<file path="src/rtl/obst_pkg.sv">
// obst_pkg: obstacle types, geometry, palette, screen bounds, FSM states and LFSR seed.
// Bird geometry is only compiled in when OBST_BIRD_EN is defined.
package obst_pkg;
  typedef enum logic [1:0] {NONE, LOW, TALL, BIRD} obst_t;
  typedef enum logic [1:0] {IDLE, RUN, CRASHED} state_t;
  localparam logic [9:0] X_MIN = 10'd144;
  localparam logic [9:0] X_MAX = 10'd784;
  localparam logic [15:0] LFSR_SEED = 16'hACE1;
  localparam logic [3:0] PIX_BG = 4'b0001;
  localparam logic [3:0] PIX_LOW = 4'b0100;
  localparam logic [3:0] PIX_TALL = 4'b0111;
  localparam logic [3:0] PIX_BIRD = 4'b0110;
  localparam int LOW_W = 16;
  localparam int LOW_H = 32;
  localparam int TALL_H = 48;
  localparam int BIRD_W = 24;
  localparam int BIRD_H = 16;
  localparam int BIRD_TOP = 72;
  function automatic logic [3:0] obst_pix(input obst_t t);
    return t == LOW ? PIX_LOW : t == TALL ? PIX_TALL : t == BIRD ? PIX_BIRD : PIX_BG;
  endfunction
  function automatic logic obst_cover(input obst_t t, input logic [9:0] x, input logic [9:0] h,
                                      input logic [9:0] v, input int gy);
    int w, y0, y1;
    logic ok;
`ifdef OBST_BIRD_EN
    ok = t != NONE;
`else
    ok = t == LOW || t == TALL;
`endif
    w = t == BIRD ? BIRD_W : LOW_W;
    y0 = t == LOW ? gy - LOW_H : t == TALL ? gy - TALL_H : gy - BIRD_TOP;
    y1 = t == BIRD ? y0 + BIRD_H : gy;
    return ok && int'(h) >= int'(x) && int'(h) < int'(x) + w && int'(v) >= y0 && int'(v) < y1;
  endfunction
endpackage

</file>
<file path="src/rtl/obst_lfsr.sv">
// obst_lfsr: 16-bit Galois LFSR (x^16+x^14+x^13+x^11+1) with enable; exposes the low two bits.
module obst_lfsr #(
  parameter logic [15:0] SEED = 16'hACE1
) (
  input  logic       clk,
  input  logic       rst_n,
  input  logic       en,
  output logic [1:0] low
);
  logic [15:0] st;
  always_ff @(posedge clk or negedge rst_n)
    if (!rst_n) st <= SEED;
    else if (en) st <= {1'b0, st[15:1]} ^ (st[0] ? 16'hB400 : 16'h0000);
  assign low = st[1:0];
endmodule

</file>
<file path="src/rtl/obstacle_field.sv">
// obstacle_field: scrolling obstacle slots, pixel index generation, collision and run/crash sequencing.
// Define OBST_BIRD_EN to let LFSR value 3 spawn birds; otherwise it spawns a low obstacle.
module obstacle_field
  import obst_pkg::*;
#(
  parameter int NSLOT = 4,
  parameter int CIDXW = 3,
  parameter int SPEED = 2,
  parameter int MIN_GAP = 26,
  parameter int GROUND_Y = 400
) (
  input  logic           clk,
  input  logic           rst_n,
  input  logic           frame_tick,
  input  logic           run,
  input  logic [9:0]     hCount,
  input  logic [9:0]     vCount,
  input  logic           bright,
  input  logic           duck_drawing,
  output logic [CIDXW:0] pix,
  output logic           drawing,
  output logic           passed,
  output logic           crashed
);
  state_t state;
  logic [NSLOT-1:0] valid, hit, retire, free_oh;
  obst_t typ [NSLOT];
  logic [9:0] xpos [NSLOT];
  logic [7:0] gap_cnt;
  logic [1:0] rnd;
  logic [3:0] sel;
  obst_t new_t;
  logic tick, spawn, collide;
  assign tick = state == RUN && frame_tick;
  obst_lfsr #(.SEED(LFSR_SEED)) u_lfsr (.clk(clk), .rst_n(rst_n), .en(tick), .low(rnd));
`ifdef OBST_BIRD_EN
  assign new_t = obst_t'(rnd);
`else
  assign new_t = rnd == 2'd3 ? LOW : obst_t'(rnd);
`endif
  // Loop runs high to low so the lowest covering slot ends up selected.
  always_comb begin
    hit = '0;
    retire = '0;
    sel = PIX_BG;
    for (int i = NSLOT - 1; i >= 0; i--) begin
      hit[i] = valid[i] && obst_cover(typ[i], xpos[i], hCount, vCount, GROUND_Y);
      retire[i] = valid[i] && xpos[i] < X_MIN + 10'(SPEED);
      sel = hit[i] ? obst_pix(typ[i]) : sel;
    end
  end
  assign free_oh = ~valid & (valid + 1'b1);
  assign spawn = int'(gap_cnt) >= MIN_GAP && rnd != 2'd0 && |free_oh;
  assign collide = state == RUN && bright && duck_drawing && |hit;
  assign crashed = state == CRASHED;
  always_ff @(posedge clk or negedge rst_n)
    if (!rst_n) begin
      state <= IDLE;
      valid <= '0;
      for (int i = 0; i < NSLOT; i++) begin
        typ[i] <= NONE;
        xpos[i] <= '0;
      end
      gap_cnt <= '0;
      passed <= 1'b0;
      pix <= (CIDXW+1)'(PIX_BG);
      drawing <= 1'b0;
    end else begin
      pix <= bright && |hit ? (CIDXW+1)'(sel) : (CIDXW+1)'(PIX_BG);
      drawing <= bright && |hit;
      passed <= tick && |retire;
      if (state == IDLE && run) begin
        state <= RUN;
        valid <= '0;
        gap_cnt <= '0;
      end else if (state == CRASHED && !run) state <= IDLE;
      if (collide) state <= CRASHED;
      if (tick) begin
        for (int i = 0; i < NSLOT; i++)
          if (spawn && free_oh[i]) begin
            valid[i] <= 1'b1;
            typ[i] <= new_t;
            xpos[i] <= X_MAX;
          end else if (retire[i]) valid[i] <= 1'b0;
          else if (valid[i]) xpos[i] <= xpos[i] - 10'(SPEED);
        gap_cnt <= spawn ? 8'd0 : gap_cnt == 8'hFF ? gap_cnt : gap_cnt + 8'd1;
      end
    end
endmodule

</file>
<file path="config.mk">
export PLATFORM = sky130hd
export DESIGN_NAME = obstacle_field
export DESIGN_NICKNAME = d
export VERILOG_FILES = /design/src/rtl/obst_pkg.sv /design/src/rtl/obst_lfsr.sv /design/src/rtl/obstacle_field.sv
export SDC_FILE = /design/constraint.sdc
export NUM_CORES = 1
export LEC_CHECK = 0
export CAP_MARGIN = 20
export CORE_AREA = 2 2 111 113
export CTS_BUF_LIST = sky130_fd_sc_hd__clkbuf_16
export CTS_CLUSTER_SIZE = 40
export DETAILED_ROUTE_END_ITERATION = 6
export DIE_AREA = 0 0 113 115
export GPL_ROUTABILITY_DRIVEN = 0
export PLACE_DENSITY = 0.78
export SYNTH_ARGS = -nofsm -noshare
export SYNTH_HDL_FRONTEND = slang
export SYNTH_HIERARCHICAL = 1
export SYNTH_SLANG_ARGS = --single-unit
</file>
<file path="constraint.sdc">
create_clock -name clk -period 6.7 [get_ports clk]
set_clock_uncertainty 0.15 [all_clocks]
set_input_delay 1.34 -clock clk [delete_from_list [all_inputs] [get_ports clk]]
set_output_delay 1.34 -clock clk [all_outputs]
set_load 0.02 [all_outputs]
</file>
==> impl_metrics.toml, run 1 <==
[outcome]
status = "complete, but fails checks"
violations = "DRC"

[power_and_ir_drop]
p_per_area_nw_per_um2 = 174
ir_drop_v = 0.000151
power.leakage_nw = 3.52

[global_route]
busiest_layer = "met2"
grt_usage_pct = 27.4
met1_usage_pct = 34.3
grt-ovfl-total = 0
antenna_found_initial = 0
grt_pass1_wl_um = 28400
grt_max_degree = 80
gr-usage-met3_pct = 5.01
grt_pass1_vias = 5974
met2_usage_pct = 46.8

[routing]
firstDrtPassIters = 7
first_iter_violations = 402
remaining_drc_errors = 4
via_per_inst = 6.28
route.final.wire_length_um = 17000
drtAntennaViolNets = 0
wl_per_cell_um = 17.9
num_vias = 5983

[flow_run]
maxCapViolations = 0

[synth]
yosysSeqAreaShare_pct = 28.5
synth_area_leader_cell = "dfrtp_1"
synth_area_leaders = "dfrtp_1 25%, ha_1 23%, xnor2_1 5.0%"
ys_types = 76
netlist_instances = 779
postSynthAreaPerCell_um2 = 8.94
synth_nets = 931
ys_ff_latch = 79
synth_edf_count = 0
ys.flop_type = "dfrtp_1"
yosysWarnings = 6
netlist.area_leader.share_pct = 25.1
syn_area_um2 = 6970
async_flop_share_pct = 100

[worst_setup_path]
slowest_delay_ns = 0.81
cpLargestDelayFamily = "compound AO/OA/AOI/OAI gates"
path_max_fanout = 8
worstSetupStartpointType = "input pin"
slowest_stage = "clkdlybuf4s50_1"
crit_type = "input pin to flop"
path_cells = "clkdlybuf4s50_1 -> ha_1 -> a21o_1 -> a211oi_1 -> a31oi_1 -> nor4_4 -> nor2_2 -> and3_4 -> a2111oi_1"
endpoint_kind = "flop"
required_ns = 6.76
crit_arrival_ns = 4.54
crit_buf_inv = 1

[place]
post-dp-hpwl_um = 12800
place_area_um2 = 7330
io_buffers = 30

[floorplan]
core_area_um2 = 11800
io_pins = 33
die_width_um = 113
die_area_um2 = 13000
initial_core_util_pct = 59.0
rows = 40
die_h_um = 115

[layout]
final_common_cell = "ha_1"
area_growth_pct = 10.1
antennaDiodeCount = 0
drive_above_1_share_pct = 7.33
postLayoutCellArea_um2 = 7670
fin_nets = 952
layout_common_cells = "126 x ha_1, 81 x inv_1, 70 x dfrtp_1"

[clock_network]
clkTransAtPathRegs_ns = 0.06
postCtsSetupBuffers = 0
clock_path_buffers = 2
htreeDepth = 3
cts_tree = "built"
clock-root-buffer = "clkbuf_16"
cts_buffers = 9
cts_hold_buf = 0
insertion_delay_ns = 0.34
cts_sinks = 79
cts_resized = 0

[sta]
maxSlewViolCount = 0
period_share_pct = 66.8
fmaxAchievable_ghz = 0.223
rsz0062_at_grt = "false"
tightest_slew_ns = 0.994
tns_ns = 0
setup_viol_count_final = 0
finalHoldViolCount = 0
fin_crit_ns = 4.48
relSlewSlack_pct = 33.2

[min_path]
min_path_type = "flop to flop"
[per-stage QoR]
step,utilization (%),hold slack [ns],instances,total power [mW],setup WS [ns]
floorplan,-,0.317,779,0.737,3.04
global placement,62.0,0.325,935,0.795,2.06
detailed placement,62.0,0.343,935,0.811,1.96
CTS,64.7,0.360,951,1.34,2.29
global route,64.9,0.384,952,1.39,2.14
finish,64.9,0.358,952,1.33,2.22
[cell families (layout without fill, tap and decap cells)]
family / count (synthesis) / count (layout) / share of synthesized area [%]
AO/OA/AOI/OAI: 179 / 179 / 17.7
XOR/XNOR: 48 / 48 / 6.04
adder cells (fa/ha/maj): 126 / 126 / 22.6
buffers and inverters: 102 / 128 / 6.16
flip-flops: 79 / 79 / 28.5
multiplexers: 14 / 14 / 2.46
other: 1 / 1 / 0.0538
AND/OR/NAND/NOR: 230 / 230 / 16.5
[cells in the mapped netlist (all sizes together), types with 6 or more instances]
| cell type | n |
|---|---|
| dfrtp | 70 |
| nor2 | 59 |
| a21o | 8 |
| xor2 | 8 |
| nand4 | 16 |
| o211ai | 12 |
| and3 | 11 |
| buf | 12 |
| nor4 | 8 |
| mux2 | 13 |
| a21oi | 28 |
| nor3 | 34 |
| a2111oi | 6 |
| xnor2 | 40 |
| inv | 79 |
| or3 | 7 |
| nor2b | 6 |
| o21ai | 62 |
| ha | 126 |
| nand2 | 56 |
| a31oi | 10 |
| clkbuf | 10 |
| dfstp | 9 |
| nand3 | 16 |
[power breakdown]
part           switching [mW]  total [mW]  internal, mW
sequential             0.0448       0.594         0.549
clock                   0.199       0.524         0.325
combinational           0.105       0.214         0.109
[metal layers]
metal	wire length [um]	share of wire [%]	up-vias
li1	-	-	2837
met1	7250	43	2886
met2	8020	47	209
met3	1160	6.8	51
met4	572	3.4	0
met5	0	0	-
[path summary, 6_finish.rpt]
| kind | startpoint | endpoint | slack (ns) | depth (start not counted) |
|---|---|---|---|---|
| max | hCount[5] | pix[2] | 2.22 | 9 |
| min | u_lfsr/st[3] | u_lfsr/st[3] | 0.36 | 1 |
| max reg2reg | typ[1] | pix[1] | 2.37 | 15 |
| min reg2reg | u_lfsr/st[3] | u_lfsr/st[3] | 0.36 | 1 |
| max in group asynchronous | rst_n | u_lfsr/st[7] | 4.98 | 2 |
| min in group asynchronous | rst_n | pix[2] | 0.77 | 1 |
[flip-flops by register name, summed over array words and instances (netlist names)]
| signal | flops |
|---|---|
| xpos | 36 |
| u_lfsr/st | 16 |
| gap_cnt | 8 |
| typ | 8 |
| valid | 4 |
| pix | 3 |
| state | 2 |
| drawing | 1 |
| passed | 1 |
[layout make-up]
class / instances / area, um^2
Tap cell: 147 / 184
Fill cell: 948 / 4140
Clock buffer: 9 / 225
Multi-Input combinational cell: 598 / 4550
Clock inverter: 7 / 88.8
Timing Repair Buffer: 32 / 333
Inverter: 80 / 300
Sequential cell: 79 / 1990
Power figures use the tool's default switching activity.
==> run 2: changes to the inputs <==
clock period = 4.6 ns   (was 6.7 ns; I/O delays follow)
==> run 2 against run 1 <==
  * The flow still finishes with violations (DRC)
  * Critical path depth up 6
  * Global-route usage increased by 0.16 points
  * Via count decreased by 0.72%
  * Setup slack worse by 2.0 ns
  * Sequential cell count unchanged
  * Die area stayed put
  * Power up 41%
  * Combinational power rose by 49%
  * Wire length up 1.2%
  * Sequential power rose by 45%
  * Clock power up 33%
  * Critical endpoint is now pix[1]
==> impl_metrics.toml, run 2 (synthesis results as in run 1) <==
[layout]
final_common_cell = "ha_1"
fin_nets = 959
finalNonFillerCells = 959
fill_cells = 952
regMostFlops = "xpos"
reg.largest.list = "xpos: 36 flops, u_lfsr/st: 16 flops"
antennaDiodeCount = 0
largest_reg_flops = 36
area_growth_pct = 10.5
layout_common_cells = "126 x ha_1, 79 x inv_1, 70 x dfrtp_1"
drive_above_1_share_pct = 8.50
postLayoutCellArea_um2 = 7700

[place]
io_buffers = 30
dpl.cell_count = 942
post-dp-hpwl_um = 13000
place_ws_ns = 0.379
place_area_um2 = 7380

[power_and_ir_drop]
fin_total_pwr_mw = 1.88
ir_drop_v = 0.000166
power.leakage_nw = 3.53
p_per_area_nw_per_um2 = 244

[worst_setup_path]
worstSetupStartpointType = "flop"
crit_type = "flop to flop"
endpoint_kind = "flop"
crit_arrival_ns = 4.42
worstReg2RegEnd = "pix[1]"
regToRegSetupSlack_ns = 0.27
ff2ff_path_depth = 15
required_ns = 4.69
path_max_fanout = 6
worstReg2RegStart = "typ[1]"

[floorplan]
io_pins = 33
die_width_um = 113
die_h_um = 115
rows = 40
initial_core_util_pct = 59.0
core_area_um2 = 11800
die_area_um2 = 13000

[clock_network]
clkTransAtPathRegs_ns = 0.06
cts_tree = "built"
clock-root-buffer = "clkbuf_16"
postCtsSetupBuffers = 0
htreeDepth = 3
cts_hold_buf = 0
clock_path_buffers = 2
insertion_delay_ns = 0.35
cts_sinks = 79
cts_buffers = 9
cts_resized = 0

[routing]
firstDrtPassIters = 7
num_vias = 5940
drtAntennaViolNets = 0
via_per_inst = 6.19
remaining_drc_errors = 5
first_iter_violations = 467
wl_per_cell_um = 17.9
route.final.wire_length_um = 17200

[sta]
worst_slack_ns = 0.273
maxSlewViolCount = 0
setup_viol_count_final = 0
tightest_slew_ns = 0.644
fmaxAchievable_ghz = 0.231
period_share_pct = 94.1
tns_ns = 0
finalHoldViolCount = 0
relSlewSlack_pct = 56.7
rsz0062_at_grt = "false"
fin_crit_ns = 4.33

[outcome]
status = "complete, but fails checks"
violations = "DRC"

[global_route]
grt-ovfl-total = 0
grt_pass1_vias = 5973
grt_max_degree = 80
grt_usage_pct = 27.6
antenna_found_initial = 0
grt_pass1_wl_um = 28500

[flow_run]
maxCapViolations = 0

[min_path]
min_path_type = "input pin to async pin"
run 2: power breakdown:
part / internal [mW] / leakage, nW / switching [mW] / total, mW
Clock: 0.378 / 0.140 / 0.318 / 0.696
Sequential: 0.799 / 0.926 / 0.0637 / 0.862
Combinational: 0.161 / 2.46 / 0.156 / 0.318
Total: 1.34 / 3.53 / 0.538 / 1.88
run 2: worst max path at each step:
stage,from,end,slack (ns),depth (start not counted)
2_1_floorplan,typ[1],pix[1],0.94,15
6_report,typ[1],pix[1],0.27,15
3_5_place_dp,typ[1],pix[1],0.38,15
5_1_grt,typ[1],pix[1],0.03,15
4_1_cts,typ[1],pix[1],0.35,15
3_3_place_gp,typ[1],pix[1],0.49,15
run 2: layer usage:
layer | up-vias | part of all wire, % | wire, um | track usage [%]
met3 | 43 | 6.2 | 1060 | 4.69
met5 | - | 0 | 0 | 0
met2 | 218 | 48 | 8200 | 46.6
met4 | 0 | 3.0 | 518 | 11.3
met1 | 2830 | 43 | 7420 | 35.4
li1 | 2849 | - | - | -
run 2: layout make-up:
type / instances / area [um^2] / share of cell area (%)
clock inverters: 7 / 65.1 / 0.845
well taps: 147 / 184 / 2.39
clock buffers: 9 / 225 / 2.93
flip-flops and latches: 79 / 1990 / 25.8
inverters: 80 / 300 / 3.90
multi-input cells: 598 / 4550 / 59.1
repair buffers: 39 / 385 / 5.01
run 2: per-stage QoR:
stage	util, %	hold WS, ns
finish	65.2	0.238
global route	65.2	0.233
CTS	64.9	0.344
detailed placement	62.5	0.329
global placement	62.5	0.326
floorplan	-	0.317
run 2: worst max-delay path, stage by stage (launching register included):
cell	delay, ns
dfrtp_1	0.42
ha_1	0.40
ha_1	0.27
inv_1	0.05
ha_1	0.20
nor3_1	0.25
nand3_1	0.14
xnor2_1	0.14
ha_1	0.20
a211o_1	0.30
a2111o_1	0.41
o211ai_2	0.25
nand4_2	0.19
o41ai_2	0.34
o21ai_1	0.14
a2111oi_2	0.36
